File: src/rtl/rr_arb_pkg.sv
// Shared types and helpers for the round-robin hold arbiter family.
package rr_arb_pkg;

    localparam int MAX_N = 32;

    typedef enum logic {
        IDLE  = 1'b0,
        GRANT = 1'b1
    } state_e;

    // Index width for n requesters, never narrower than one bit.
    function automatic int idw(input int n);
        return (n <= 2) ? 1 : $clog2(n);
    endfunction

    function automatic logic [MAX_N-1:0] onehot(input int idx, input int n);
        logic [MAX_N-1:0] lim;
        lim = (n >= MAX_N) ? '1 : ((MAX_N'(1) << n) - MAX_N'(1));
        return (MAX_N'(1) << idx) & lim;
    endfunction

endpackage

File: src/rtl/rr_prio_pick.sv
// Rotating priority encoder: first set request at or above ptr, wrapping to 0.
module rr_prio_pick
    import rr_arb_pkg::*;
#(
    parameter  int N   = 4,
    localparam int IDW = idw(N)
) (
    input  logic [N-1:0]   req,
    input  logic [IDW-1:0] ptr,
    output logic           any,
    output logic [IDW-1:0] idx
);

    logic [N-1:0]   masked;
    logic [2*N-1:0] dbl;
    logic           found;

    // Lower half holds only requests at or above ptr, so a low-to-high
    // scan of the doubled vector naturally wraps past N-1 back to 0.
    always_comb begin
        for (int i = 0; i < N; i++) begin
            masked[i] = req[i] && (IDW'(i) >= ptr);
        end
        dbl = {req, masked};
    end

    always_comb begin
        any   = |req;
        idx   = '0;
        found = 1'b0;
        for (int i = 0; i < 2 * N; i++) begin
            if (!found && dbl[i]) begin
                found = 1'b1;
                idx   = IDW'(i % N);
            end
        end
    end

endmodule

File: src/rtl/rr_arbiter_hold.sv
// N-way round-robin arbiter whose registered one-hot grant is held until
// ack, requester drop or an optional hold timeout, with bubble-free handover.
module rr_arbiter_hold
    import rr_arb_pkg::*;
#(
    parameter  int N        = 4,
    parameter  int MAX_HOLD = 0,
    localparam int IDW      = idw(N)
) (
    input  logic           clk,
    input  logic           rst,
    input  logic           en,
    input  logic [N-1:0]   req,
    input  logic           ack,
    output logic [N-1:0]   gnt,
    output logic [IDW-1:0] gnt_id,
    output logic           busy,
    output logic           timeout,
    output logic           ack_err
);

    localparam int                 CNT_W     = (MAX_HOLD < 2) ? 1 : $clog2(MAX_HOLD + 1);
    localparam bit                 HOLD_EN   = (MAX_HOLD != 0);
    localparam logic [CNT_W-1:0]   HOLD_LAST = CNT_W'((MAX_HOLD > 0) ? MAX_HOLD - 1 : 0);

    state_e         state_q, state_d;
    logic [IDW-1:0] ptr_q, ptr_d;
    logic [IDW-1:0] gnt_id_q, gnt_id_d;
    logic [N-1:0]   gnt_q, gnt_d;
    logic [CNT_W-1:0] hold_q, hold_d;
    logic           timeout_q, timeout_d;
    logic           ack_err_q, ack_err_d;

    logic [N-1:0]   req_en;
    logic [IDW-1:0] next_ptr, pick_ptr, pick_idx;
    logic           pick_any;
    logic           rel_ack, rel_drop, rel_to, rel;
    logic           grant_new;

    assign req_en   = req & {N{en}};
    assign next_ptr = (gnt_id_q == IDW'(N - 1)) ? '0 : gnt_id_q + IDW'(1);
    // On a release the new arbitration must already see the advanced pointer.
    assign pick_ptr = (state_q == GRANT) ? next_ptr : ptr_q;

    rr_prio_pick #(
        .N (N)
    ) u_pick (
        .req (req_en),
        .ptr (pick_ptr),
        .any (pick_any),
        .idx (pick_idx)
    );

    assign rel_ack  = (state_q == GRANT) && ack;
    assign rel_drop = (state_q == GRANT) && !ack && !req[gnt_id_q];
    assign rel_to   = (state_q == GRANT) && !ack && req[gnt_id_q]
                      && HOLD_EN && (hold_q == HOLD_LAST);
    assign rel      = rel_ack || rel_drop || rel_to;

    always_ff @(posedge clk or negedge rst) begin
        if (!rst) begin
            state_q   <= IDLE;
            ptr_q     <= '0;
            gnt_id_q  <= '0;
            gnt_q     <= '0;
            hold_q    <= '0;
            timeout_q <= 1'b0;
            ack_err_q <= 1'b0;
        end else begin
            state_q   <= state_d;
            ptr_q     <= ptr_d;
            gnt_id_q  <= gnt_id_d;
            gnt_q     <= gnt_d;
            hold_q    <= hold_d;
            timeout_q <= timeout_d;
            ack_err_q <= ack_err_d;
        end
    end

    always_comb begin
        state_d = state_q;
        case (state_q)
            IDLE:    if (pick_any) state_d = GRANT;
            GRANT:   if (rel && !pick_any) state_d = IDLE;
            default: state_d = IDLE;
        endcase
    end

    always_comb begin
        ptr_d     = ptr_q;
        gnt_d     = gnt_q;
        gnt_id_d  = gnt_id_q;
        hold_d    = hold_q;
        timeout_d = rel_to;
        ack_err_d = (state_q == IDLE) && ack;
        grant_new = pick_any && ((state_q == IDLE) || rel);

        if ((state_q == GRANT) && rel) begin
            ptr_d    = next_ptr;
            gnt_d    = '0;
            gnt_id_d = '0;
            hold_d   = '0;
        end else if ((state_q == GRANT) && (hold_q != '1)) begin
            hold_d = hold_q + CNT_W'(1);
        end

        if (grant_new) begin
            gnt_d    = N'(onehot(32'(pick_idx), N));
            gnt_id_d = pick_idx;
            hold_d   = '0;
        end
    end

    assign gnt     = gnt_q;
    assign gnt_id  = gnt_id_q;
    assign busy    = (state_q == GRANT);
    assign timeout = timeout_q;
    assign ack_err = ack_err_q;

endmodule

File: config.mk
export PLATFORM = sky130hd
export DESIGN_NAME = rr_arbiter_hold
export DESIGN_NICKNAME = d
export VERILOG_FILES = /design/src/rtl/rr_arb_pkg.sv /design/src/rtl/rr_prio_pick.sv /design/src/rtl/rr_arbiter_hold.sv
export SDC_FILE = /design/constraint.sdc
export NUM_CORES = 1
export LEC_CHECK = 0
export BUFFER_PORTS_ARGS = -buffer_cell sky130_fd_sc_hd__clkbuf_2
export CAP_MARGIN = 20
export CORE_AREA = 2 2 39 41
export DETAILED_ROUTE_END_ITERATION = 10
export DIE_AREA = 0 0 41 43
export PLACE_DENSITY = 0.81
export REMOVE_ABC_BUFFERS = 1
export SLEW_MARGIN = 40
export SYNTH_ARGS = -nofsm -noshare
export SYNTH_HDL_FRONTEND = slang
export SYNTH_SLANG_ARGS = --single-unit
File: constraint.sdc
create_clock -name clk -period 3.9 [get_ports clk]
set_input_delay 0.585 -clock clk [delete_from_list [all_inputs] [get_ports clk]]
set_output_delay 0.585 -clock clk [all_outputs]
set_load 0.05 [all_outputs]
==> results_dict.tcl, run 1 <==
set metrics [dict create \
    grt_setup_unrepaired "false" \
    synth_top_area_share_pct 37.6 \
    fin_ws_ns 1.81 \
    crit_path_end_kind "flop" \
    cts.sinks 10 \
    synthTopCellsByArea "dfrtp_1, nand2_1, mux2i_4" \
    wl_per_cell_um 13.4 \
    crit_required_ns 4.05 \
    clk-insertion-delay-late_ns 0.26 \
    fin_util_pct 55.0 \
    cts_buffers 3 \
    clock_skew_ns 0.000274 \
    grtUsageMet1_pct 26.1 \
    nNetsFinal 93 \
    ys_async_sr_fraction_pct 100 \
    die_w_um 41 \
    cp.arrival_ns 2.24 \
    grtUsageMet2_pct 26.6 \
    setup_viol 0 \
    start_util_pct 48.1 \
    drc 0 \
    avgSynthCellArea_um2 9.93 \
    ir_worst_vdd_uv 292 \
    cts_tree "done" \
    overflow 0 \
    via_count 579 \
    hp-class "input port to async pin" \
    finalCritPeriodShare_pct 53.6 \
    synth_area_um2 666 \
    grt_pass1_wl_mm 2.24 \
    yosysSeqAreaShare_pct 37.6 \
    tightest_slew_ns 0.639 \
    pre_cts_ws_ns 1.81 \
    grt_start_max_net_pins 13 \
    dieArea_um2 1760 \
    core-area_um2 1380 \
    dp_hpwl_mm 1.03 \
    crit_type "flop to flop" \
    routed_wl_mm 1.31 \
    syn_inst 67 \
    leakagePower_uw 0.000343 \
    port_buffers 15 \
    p_per_area_nw_per_um2 753 \
    synth_common_cells "nand2_1, dfrtp_1, o21ai_0, nand2b_1" \
    drv_cap 0 \
    cts_root_buffer "clkbuf_4" \
    antenna_cells 0 \
    htree_levels 1 \
    use_met3_pct 2.09 \
    period_needed_ns 2.09 \
    globalplace.congestion 0.959 \
    synth_ff_type "dfrtp_1" \
    synth_seq_cells 10 \
    drive_gt1_share_pct 26.8 \
    die_h_um 43 \
    area_growth_pct 14.3 \
    grt_pass1_vias 524 \
    rows 14 \
    first_iter_violations 13 \
    yosysWarnings 0 \
    drtPass1Iterations 4 \
    post_cts_buffers 0 \
    global_route.usage.total_pct 18.5 \
    slew_headroom_pct 56.9 \
    num_io_pins 17 \
    max_freq_mhz 478 \
    path_clk_slew_ns 0.06 \
    crit_fanout 7 \
    hold_violations 0 \
    hold_buffers 0 \
    antenna_found_initial 0 \
    maxSlewViolCount 0 \
    synth_edf_count 0 \
    hold_ws_ns 0.174 \
    tns_ns 0 \
    synth_cell_types 34 \
    start_kind "flop" \
    yosysMostFrequentCell "nand2_1" \
    ant_nets 0 \
    grt.busiest_layer "met2" \
    synth_area_leader_cell "dfrtp_1" \
    cts_resized 0 \
    via_per_inst 5.91 \
    status "complete, no violations" \
    clock_path_buffers 2 \
]
cell type report:
class / count / area, um^2
multi-input cells: 54 / 393
repair buffers: 15 / 75.1
flip-flops and latches: 10 / 250
well taps: 16 / 20.0
fillers: 126 / 623
clock buffers: 3 / 22.5
flip-flops by register name, indices dropped and copies added (netlist names):
register / flops
gnt_id: 2
gnt: 4
ptr_q: 2
busy: 1
ack_err: 1
worst paths after layout:
kind / end / slack, ns / startpoint / cells after the start
setup / recovery: gnt[2] / 1.81 / gnt_id[0] / 6
hold / removal: ptr_q[1] / 0.17 / rst / 1
setup reg to reg: gnt[2] / 1.81 / gnt_id[0] / 6
hold reg to reg: gnt[1] / 0.49 / gnt[1] / 2
max in group asynchronous: gnt[2] / 3.53 / rst / 1
min in group clk: gnt[1] / 0.49 / gnt[1] / 2
report_power, final:
group | leakage (uW) | internal [uW] | switching, uW | total, uW
Sequential | 0.000126 | 140 | 39.7 | 180
Clock | 0.0000138 | 35.5 | 33.0 | 68.6
Combinational | 0.000203 | 116 | 209 | 324
metrics by stage:
step                      area, um^2  power (uW)  cells
after floorplan                  643         436     64
after global placement           738         501     95
after detailed placement         738         508     95
after CTS                        761         577     98
after global routing             761         610     98
final                            761         573     98
layer usage:
metal  share of wire (%)  routed length (um)  up-vias
li1                    -                   -      283
met1                  47                 619      268
met2                  45                 589       25
met3                 5.9                  77        3
met4                 2.1                  27        0
met5                   0                   0        -
worst max-delay path, stage by stage (launching register included):
cell	delay (ns)
dfrtp_1	0.44
ha_1	0.38
nand4bb_1	0.16
a41oi_1	0.27
nor4b_1	0.32
a311oi_2	0.12
a32o_1	0.28
cell families after synthesis:
family / synth area share [%]
AND/OR/NAND/NOR: 24.2
AO/OA/AOI/OAI: 22.4
flip-flops: 37.6
multiplexers: 9.96
buffers and inverters: 3.38
adder cells (fa/ha/maj): 1.88
other: 0.563
cell usage in the layout (no fill, tap or decap), types with 2 or more instances in the layout:
master	instances
nand3b_1	2
o21ai_0	4
dfrtp_1	10
a21oi_1	2
nand2_1	13
and2b_1	2
clkbuf_2	15
nor3b_1	2
a32o_1	2
o31ai_1	2
clkbuf_4	3
nor2b_1	2
nand2b_1	3
No activity file was read; power rests on OpenSTA's default activity.
==> run 2, diff against run 1 <==
--- a/config.mk
+++ b/config.mk
@@ -5,12 +5,13 @@
 export SDC_FILE = /design/constraint.sdc
 export NUM_CORES = 1
 export LEC_CHECK = 0
+export ABC_AREA = 1
 export BUFFER_PORTS_ARGS = -buffer_cell sky130_fd_sc_hd__clkbuf_2
 export CAP_MARGIN = 20
-export CORE_AREA = 2 2 39 41
+export CORE_AREA = 2 2 42 44
 export DETAILED_ROUTE_END_ITERATION = 10
-export DIE_AREA = 0 0 41 43
-export PLACE_DENSITY = 0.81
+export DIE_AREA = 0 0 44 46
+export PLACE_DENSITY = 0.73
 export REMOVE_ABC_BUFFERS = 1
 export SLEW_MARGIN = 40
 export SYNTH_ARGS = -nofsm -noshare
==> constraint.sdc (replaced) <==
create_clock -name clk -period 1.9 [get_ports clk]
set_input_delay 0.285 -clock clk [delete_from_list [all_inputs] [get_ports clk]]
set_output_delay 0.285 -clock clk [all_outputs]
set_load 0.05 [all_outputs]
==> run 2 against run 1 <==
Effect of this change: setup slack lost 1.6 ns; non-clock buffer count grew 1; die area grew 15%; sequential power grew 81%; design area grew 3.6%; worst hold slack gained 0.083 ns; clock-buffer cell count grew 1; wire length grew 6.0%; global-route usage shrank 2.1 points; sequential cell count is the same; critical path depth grew 5; clock power grew to 2.8 times the previous value; critical endpoint is now gnt_id[0]; largest cell class unchanged.
==> results_dict.tcl, run 2 <==
set metrics [dict create \
    path_clk_slew_ns 0.07 \
    globalplace.congestion 0.870 \
    yosysMostFrequentCell "nand2_1" \
    p_per_area_nw_per_um2 1330 \
    drc 0 \
    synth_ff_type "dfrtp_1" \
    ant_nets 0 \
    fill_cells 158 \
    crit_fanout 7 \
    avgSynthCellArea_um2 6.80 \
    max_stage_delay_ns 0.45 \
    core-area_um2 1610 \
    routed_wl_mm 1.39 \
    crit_path_end_kind "flop" \
    period_needed_ns 1.72 \
    die_h_um 46 \
    setup_viol 0 \
    largest_register_ffs 4 \
    via_per_inst 4.73 \
    pre_cts_ws_ns 0.171 \
    first_iter_violations 20 \
    clock_skew_ns 0.00380 \
    dp_hpwl_mm 1.12 \
    global_route.usage.total_pct 16.3 \
    clk-insertion-delay-late_ns 0.27 \
    leakagePower_uw 0.000494 \
    drive_gt1_share_pct 27.8 \
    num_io_pins 17 \
    ir_worst_vdd_uv 576 \
    post_cts_buffers 0 \
    via_count 624 \
    syn_inst 96 \
    overflow 0 \
    area_growth_pct 20.7 \
    instances_no_fill 132 \
    crit_required_ns 2.06 \
    p_total_uw 1050 \
    cp_common_cell "nand2_1" \
    synth_cell_types 19 \
    rrSetupSlack_ns 0.18 \
    start_util_pct 40.5 \
    layout_commonest_cell "nand2_1" \
    cp.buffers_inverters 2 \
    finalCritPeriodShare_pct 90.5 \
    synth_edf_count 0 \
    rows 15 \
    synthTopCellsByArea "dfrtp_1, nand2_1, inv_1" \
    worstPathCellList "ha_1 -> inv_1 -> nand2_1 -> nand2_1 -> inv_1 -> nand2_2 -> nand2_2 -> nand3_1 -> nand3_2 -> nand2_1 -> o21ai_0" \
    cts_tree "done" \
    fin_util_pct 48.8 \
    die_w_um 44 \
    mostFrequentLayoutCells "nand2_1, inv_1, clkbuf_2, dfrtp_1, nand3_1" \
    synth_top_area_share_pct 38.3 \
    grt_pass1_wl_mm 2.35 \
    htree_levels 1 \
    hp-class "input port to flop" \
    synth_area_leader_cell "dfrtp_1" \
    wl_per_cell_um 10.6 \
    maxSlewViolCount 0 \
    synth_seq_cells 10 \
    dieArea_um2 2020 \
    start_kind "flop" \
    fin_ws_ns 0.181 \
    status "complete, no violations" \
    drtPass1Iterations 4 \
    grt_setup_unrepaired "false" \
    tns_ns 0 \
    cp.arrival_ns 1.88 \
    cts.sinks 10 \
    antenna_cells 0 \
    nNetsFinal 125 \
    crit_type "flop to flop" \
    ys_async_sr_fraction_pct 100 \
    grt_start_max_net_pins 11 \
    synth_area_um2 653 \
    hold_violations 0 \
    grt_pass1_vias 593 \
    crit_family "simple AND/OR/NAND/NOR gates" \
    place_inst 127 \
    timing.critical_path.slowest_stage_cell "dfrtp_1" \
    port_buffers 15 \
    max_freq_mhz 582 \
    antenna_found_initial 0 \
    yosysSeqAreaShare_pct 38.3 \
    clock_path_buffers 2 \
    yosysWarnings 0 \
    cts_root_buffer "clkbuf_4" \
    cts_buffers 3 \
    synth_common_cells "nand2_1, inv_1, dfrtp_1, nand3_1, nand2_2" \
    drv_cap 0 \
]
==> run 2: cell count changes after synthesis, sizes merged, moves of 2 or more <==
cell / before / now
a21oi: 2 / 0
a32o: 2 / 0
and2b: 2 / 0
inv: 0 / 20
mux2i: 2 / 0
nand2: 13 / 38
nand2b: 3 / 0
nand3: 0 / 9
nand3b: 2 / 0
nor2: 1 / 5
nor2b: 2 / 0
nor3b: 2 / 0
o21ai: 4 / 6
==> run 2: area by class of cell <==
class | instances | area [um^2] | area share (%)
Clock buffer | 4 | 36.3 | 4.60
Tap cell | 17 | 21.3 | 2.70
Multi-Input combinational cell | 64 | 317 | 40.2
Sequential cell | 10 | 250 | 31.7
Timing Repair Buffer | 16 | 85.1 | 10.8
Inverter | 21 | 78.8 | 10.0
==> run 2: worst min-delay path, delay by kind of cell <==
family | cells | cell delay (ns)
buf+inv | 2 | 0.16
simple gates | 1 | 0.05
==> run 2: worst paths after layout <==
kind,cells past startpoint,startpoint,to
worst max-delay path,11,gnt_id[0],gnt_id[0]
worst min-delay path,3,ack,ack_err
worst max register to register,11,gnt_id[0],gnt_id[0]
worst min register to register,2,gnt[1],gnt[1]
max in group asynchronous,2,rst,busy
min in group asynchronous,2,rst,gnt_id[0]
==> run 2: timing repair <==
action	4_1_cts	5_1_grt
gates resized for setup	0	1
hold buffers	1	0
hold endpoints to repair	10	0
setup endpoints to repair	0	2
==> run 2: report_power, final <==
group | switching (uW) | internal (uW)
registers | 51.3 | 275
logic | 384 | 143
clock network | 78.1 | 117
total | 513 | 535
==> run 2: logic make-up (layout without fill, tap and decap cells) <==
group	Yosys count	in the layout	synth area share (%)
buffers and inverters	22	41	13.2
flip-flops	10	10	38.3
other	1	1	0.574
AND/OR/NAND/NOR	54	54	38.5
AO/OA/AOI/OAI	8	8	7.47
adder cells (fa/ha/maj)	1	1	1.92
==> run 2: per-stage QoR <==
stage / hold slack [ns] / instance area (um^2)
after detailed placement: 0.162 / 742
after global routing: 0.284 / 788
final: 0.256 / 788
after CTS: 0.262 / 788
after floorplan: -0.0106 / 646
after global placement: 0.163 / 742
==> run 2: metal layers <==
layer / share of wire [%] / vias up / GRT usage [%]
li1: - / 330 / -
met1: 47 / 271 / 20.9
met2: 46 / 17 / 24.1
met3: 4.1 / 6 / 2.78
met4: 3.1 / 0 / 13.3
met5: 0 / - / 0
